--- config.mk ---
export PLATFORM = sky130hd
export DESIGN_NAME = nor_basic_gates
export DESIGN_NICKNAME = d
export VERILOG_FILES = /design/src/rtl/nor_basic_gates.sv
export SDC_FILE = /design/constraint.sdc
export NUM_CORES = 1
export LEC_CHECK = 0
export CAP_MARGIN = 20
export CELL_PAD_IN_SITES_DETAIL_PLACEMENT = 0
export CELL_PAD_IN_SITES_GLOBAL_PLACEMENT = 1
export CORE_AREA = 5 5 42 44
export DETAILED_ROUTE_END_ITERATION = 8
export DIE_AREA = 0 0 47 49
export PLACE_DENSITY = 0.56
export SYNTH_ARGS = -nofsm -noshare
export SYNTH_HDL_FRONTEND = slang
export SYNTH_SLANG_ARGS = --single-unit
--- constraint.sdc ---
create_clock -name clk -period 1.5 [get_ports clk]
set_clock_uncertainty 0.1 [all_clocks]
set_input_delay 0.15 -clock clk [delete_from_list [all_inputs] [get_ports clk]]
set_output_delay 0.15 -clock clk [all_outputs]
set_load 0.03 [all_outputs]
--- src/rtl/nor_basic_gates.sv ---
// nor_basic_gates: the seven basic two-input logic functions of A and B,
// built as a network of 2-input NOR primitives and registered on one
// clock edge. Reset clears all outputs synchronously.
module nor_basic_gates (
  input  logic clk,
  input  logic rst,
  input  logic A,
  input  logic B,
  output logic y_not,
  output logic y_and,
  output logic y_or,
  output logic y_nand,
  output logic y_nor,
  output logic y_xor,
  output logic y_xnor
);

  logic n0;
  logic nb;
  logic n2;
  logic n3;
  logic y_not_c;
  logic y_and_c;
  logic y_or_c;
  logic y_nand_c;
  logic y_nor_c;
  logic y_xor_c;
  logic y_xnor_c;

  // Stage p0: NOR-only combinational network on the raw operands.
  nor g_n0    (n0,       A,        B);
  nor g_not_a (y_not_c,  A,        A);
  nor g_not_b (nb,       B,        B);
  nor g_or    (y_or_c,   n0,       n0);
  nor g_and   (y_and_c,  y_not_c,  nb);
  nor g_nand  (y_nand_c, y_and_c,  y_and_c);
  nor g_n2    (n2,       A,        n0);
  nor g_n3    (n3,       B,        n0);
  nor g_xnor  (y_xnor_c, n2,       n3);
  nor g_xor   (y_xor_c,  y_xnor_c, y_xnor_c);

  assign y_nor_c = n0;

  // Stage p1: capture every gate result; reset forces all outputs low.
  always_ff @(posedge clk) begin
    if (rst) begin
      y_not  <= 1'b0;
      y_and  <= 1'b0;
      y_or   <= 1'b0;
      y_nand <= 1'b0;
      y_nor  <= 1'b0;
      y_xor  <= 1'b0;
      y_xnor <= 1'b0;
    end else begin
      y_not  <= y_not_c;
      y_and  <= y_and_c;
      y_or   <= y_or_c;
      y_nand <= y_nand_c;
      y_nor  <= y_nor_c;
      y_xor  <= y_xor_c;
      y_xnor <= y_xnor_c;
    end
  end

endmodule

==> results of run 1 <==
## kinds of logic (layout without fill, tap and decap cells)
family	after synthesis	after routing	share of synthesized area
adder cells (fa/ha/maj)	4	4	0.216
buffers and inverters	2	17	0.0324
flip-flops	7	7	0.605
AND/OR/NAND/NOR	7	7	0.146
## synth_stat cells
master	count
sky130_fd_sc_hd__ha_1	4
sky130_fd_sc_hd__nor2b_1	3
sky130_fd_sc_hd__dfxtp_1	7
sky130_fd_sc_hd__nor2_1	4
sky130_fd_sc_hd__inv_1	2
## power by group through the flow
| stage | combinational, mW | clock (mW) | sequential (mW) |
|---|---|---|---|
| final | 0.0707 | 0.162 | 0.200 |
| after global routing | 0.0769 | 0.178 | 0.201 |
| after CTS | 0.0725 | 0.171 | 0.200 |
| after detailed placement | 0.0724 | 0 | 0.204 |
| after global placement | 0.0717 | 0 | 0.204 |
| after floorplan | 0.0107 | 0 | 0.228 |
## final timing paths
| kind | startpoint | endpoint | slack, ns |
|---|---|---|---|
| max | y_and$_SDFF_PP0_ | y_and | 0.04 |
| min | rst | y_nand$_SDFF_PP0_ | 0.48 |
## layout make-up
| type | count | share of cell area |
|---|---|---|
| clock buffers | 4 | 0.0669 |
| inverters | 2 | 0.0191 |
| multi-input cells | 11 | 0.213 |
| flip-flops and latches | 7 | 0.357 |
| well taps | 16 | 0.0510 |
| repair buffers | 11 | 0.293 |
## sequential cells by signal, indices dropped and copies added (netlist names)
name / flops
y_nand: 1
y_nor: 1
y_xor: 1
y_not: 1
y_or: 1
y_xnor: 1
y_and: 1
## routing by layer
metal / vias up / wire length [µm] / global-route usage / part of all wire
met4: 0 / 0 / 0.0276 / 0
met5: - / 0 / 0 / 0
met1: 62 / 141 / 0.0355 / 0.39
li1: 88 / - / - / -
met2: 9 / 136 / 0.0543 / 0.38
met3: 0 / 83 / 0.0517 / 0.23
## through the flow
stage	worst slack, ns	hold slack, ns	power (mW)
finish	0.0416	0.482	0.433
global route	0.00971	0.493	0.456
CTS	0.0205	0.479	0.444
detailed placement	0.127	0.745	0.276
global placement	0.137	0.724	0.275
floorplan	0.698	0.117	0.239
## cell usage in the layout, fill, tap and decap left out, drive strengths merged
cell,n
clkdlybuf4s50,7
buf,1
ha,4
inv,2
nor2,4
dlymetal6s2s,3
dfxtp,7
clkbuf,4
nor2b,3
==> metrics.txt, run 1 <==
# TYPE chip_impl_metric gauge
chip_impl_metric{name="post_synth_num_cell_types",unit=""} 5
chip_impl_metric{name="place.detailed.instances",unit=""} 47
chip_impl_metric{name="globalRouteTotalUtil",unit=""} 0.0424
chip_impl_metric{name="critical_path_cell_count",unit=""} 1
chip_impl_metric{name="layout_worst_path_cycle_share",unit=""} 0.972
chip_impl_metric{name="syn_nets",unit=""} 28
chip_impl_metric{name="placement_rows",unit=""} 14
chip_impl_metric{name="post_route_cells_drive_above_1_share",unit=""} 0.114
chip_impl_metric{name="synth_largest_type_area_fraction",unit=""} 0.605
chip_impl_info{name="cp_cell_sequence",value="clkdlybuf4s50_1"} 1
chip_impl_metric{name="worst_ep_arrival_time",unit="ns"} 1.21
chip_impl_metric{name="tns",unit="ns"} 0
chip_impl_metric{name="path_clk_slew",unit="ns"} 0.05
chip_impl_metric{name="tightestPinTransition",unit="ns"} 0.325
chip_impl_metric{name="htree_levels",unit=""} 1
chip_impl_metric{name="number_of_setup_violations_in_the_final_report",unit=""} 0
chip_impl_metric{name="synth_area",unit="µm²"} 231
chip_impl_info{name="crit_type",value="flop to output pin"} 1
chip_impl_metric{name="drt-initial-drc-count",unit=""} 0
chip_impl_metric{name="seqPwrFrac",unit=""} 0.462
chip_impl_metric{name="clkSinkCount",unit=""} 7
chip_impl_metric{name="detail_route.wirelength",unit="µm"} 361
chip_impl_metric{name="clockBufferDepth",unit=""} 2
chip_impl_metric{name="antenna_cells",unit=""} 0
chip_impl_metric{name="power_report.internal_total",unit="mW"} 0.331
chip_impl_metric{name="effective_utilization_at_floorplan",unit=""} 0.165
chip_impl_metric{name="maxSlewViolCount",unit=""} 0
chip_impl_metric{name="post_cts_resized",unit=""} 0
chip_impl_metric{name="final_period_minus_worst_setup_slack",unit="ns"} 1.46
chip_impl_info{name="cp_top_family",value="buffers and inverters"} 1
chip_impl_metric{name="antenna_found_initial",unit=""} 0
chip_impl_metric{name="antenna_violating_nets_post_route",unit=""} 0
chip_impl_metric{name="clock_power_share",unit=""} 0.375
chip_impl_info{name="timing.critical_path.to_type",value="output pin"} 1
chip_impl_metric{name="wire_length_of_the_first_global_routing_pass",unit="µm"} 634
chip_impl_metric{name="remaining_routing_drc_violations",unit=""} 0
chip_impl_metric{name="total_leakage_power",unit="nW"} 0.216
chip_impl_metric{name="port_buffers",unit=""} 10
chip_impl_metric{name="final_nets",unit=""} 44
chip_impl_metric{name="cts_setup_buffers",unit=""} 0
chip_impl_metric{name="seq_area_frac_synth",unit=""} 0.605
chip_impl_metric{name="yosys_warnings",unit=""} 0
chip_impl_metric{name="power.share.combinational",unit=""} 0.163
chip_impl_metric{name="layout.filler_cells",unit=""} 149
chip_impl_metric{name="netSwitchingFraction",unit=""} 0.235
chip_impl_metric{name="synth_area_per_cell",unit="µm²"} 11.6
chip_impl_metric{name="yosys_register_bits",unit=""} 7
chip_impl_metric{name="slew-limit-headroom",unit=""} 0.783
chip_impl_info{name="synth_area_leader_cell",value="sky130_fd_sc_hd__dfxtp_1"} 1
chip_impl_metric{name="placed_area",unit="µm²"} 359
chip_impl_metric{name="num_vias",unit=""} 159
chip_impl_info{name="setup_repair_after_global_routing_missed_its_margin",value="no"} 1
chip_impl_info{name="hold_path_class",value="input port to flop"} 1
chip_impl_metric{name="floorplan.die_area",unit="mm²"} 0.00230
chip_impl_metric{name="route.detailed.wl_per_inst",unit="µm"} 7.08
chip_impl_metric{name="place_congestion",unit=""} 0.684
chip_impl_metric{name="critical_path.max_stage_delay",unit="ns"} 0.66
chip_impl_metric{name="ff_latch_area",unit="µm²"} 140
chip_impl_info{name="ctsRootBufferMaster",value="sky130_fd_sc_hd__clkbuf_4"} 1
chip_impl_metric{name="cap_violations",unit=""} 0
chip_impl_info{name="outcome",value="completed"} 1
chip_impl_metric{name="switching_power",unit="mW"} 0.102
chip_impl_metric{name="dieHeight",unit="µm"} 49
chip_impl_metric{name="numCtsBuffers",unit=""} 3
chip_impl_metric{name="worst_ir_drop_vdd",unit="mV"} 0.493
chip_impl_info{name="cts_tree",value="built"} 1
chip_impl_metric{name="core",unit="mm²"} 0.00140
chip_impl_metric{name="grt_overflow_total",unit=""} 0
chip_impl_metric{name="pin_count_of_the_biggest_net_entering_global_routing",unit=""} 8
chip_impl_metric{name="drt-pass1-iter-count",unit=""} 1
chip_impl_metric{name="worst-path-buf-inv",unit=""} 1
chip_impl_metric{name="final_area",unit="µm²"} 393
chip_impl_info{name="synth.area.top_cells",value="sky130_fd_sc_hd__dfxtp_1, sky130_fd_sc_hd__ha_1, sky130_fd_sc_hd__nor2b_1"} 1
chip_impl_metric{name="max_freq",unit="MHz"} 686
chip_impl_metric{name="cts.hold.buffers_added",unit=""} 0
chip_impl_info{name="critical_path.slowest_cell",value="sky130_fd_sc_hd__clkdlybuf4s50_1"} 1
chip_impl_metric{name="synthesis.instances",unit=""} 20
chip_impl_metric{name="avgViaCountPerCell",unit=""} 3.12
chip_impl_metric{name="worstPathRequired",unit="ns"} 1.25
chip_impl_metric{name="num_io_pins",unit=""} 11
chip_impl_metric{name="worst_hold_path_cells",unit=""} 2
chip_impl_metric{name="number_of_non_filler_instances_in_the_completed_layout",unit=""} 51
chip_impl_metric{name="power_per_cell_area",unit="mW/mm²"} 1100
chip_impl_metric{name="crit_fanout",unit=""} 1
chip_impl_info{name="start_kind",value="flop"} 1
chip_impl_metric{name="via_count_of_the_first_global_routing_pass",unit=""} 161
chip_impl_metric{name="multi_input_comb_area",unit="µm²"} 83.8
chip_impl_metric{name="area_growth_syn_to_layout",unit="%"} 69.7
chip_impl_metric{name="final-hold-violation-count",unit=""} 0
chip_impl_metric{name="finalCoreUtilization",unit=""} 0.280
chip_impl_metric{name="die_width",unit="µm"} 47
(Power assumes the default switching activity.)
==> run 2, diff against run 1 <==
--- a/config.mk
+++ b/config.mk
@@ -5,7 +5,6 @@
 export SDC_FILE = /design/constraint.sdc
 export NUM_CORES = 1
 export LEC_CHECK = 0
-export CAP_MARGIN = 20
 export CELL_PAD_IN_SITES_DETAIL_PLACEMENT = 0
 export CELL_PAD_IN_SITES_GLOBAL_PLACEMENT = 1
 export CORE_AREA = 5 5 42 44
==> results of run 2 <==
The final DEF is identical to that of run 1; final timing and power are the same.
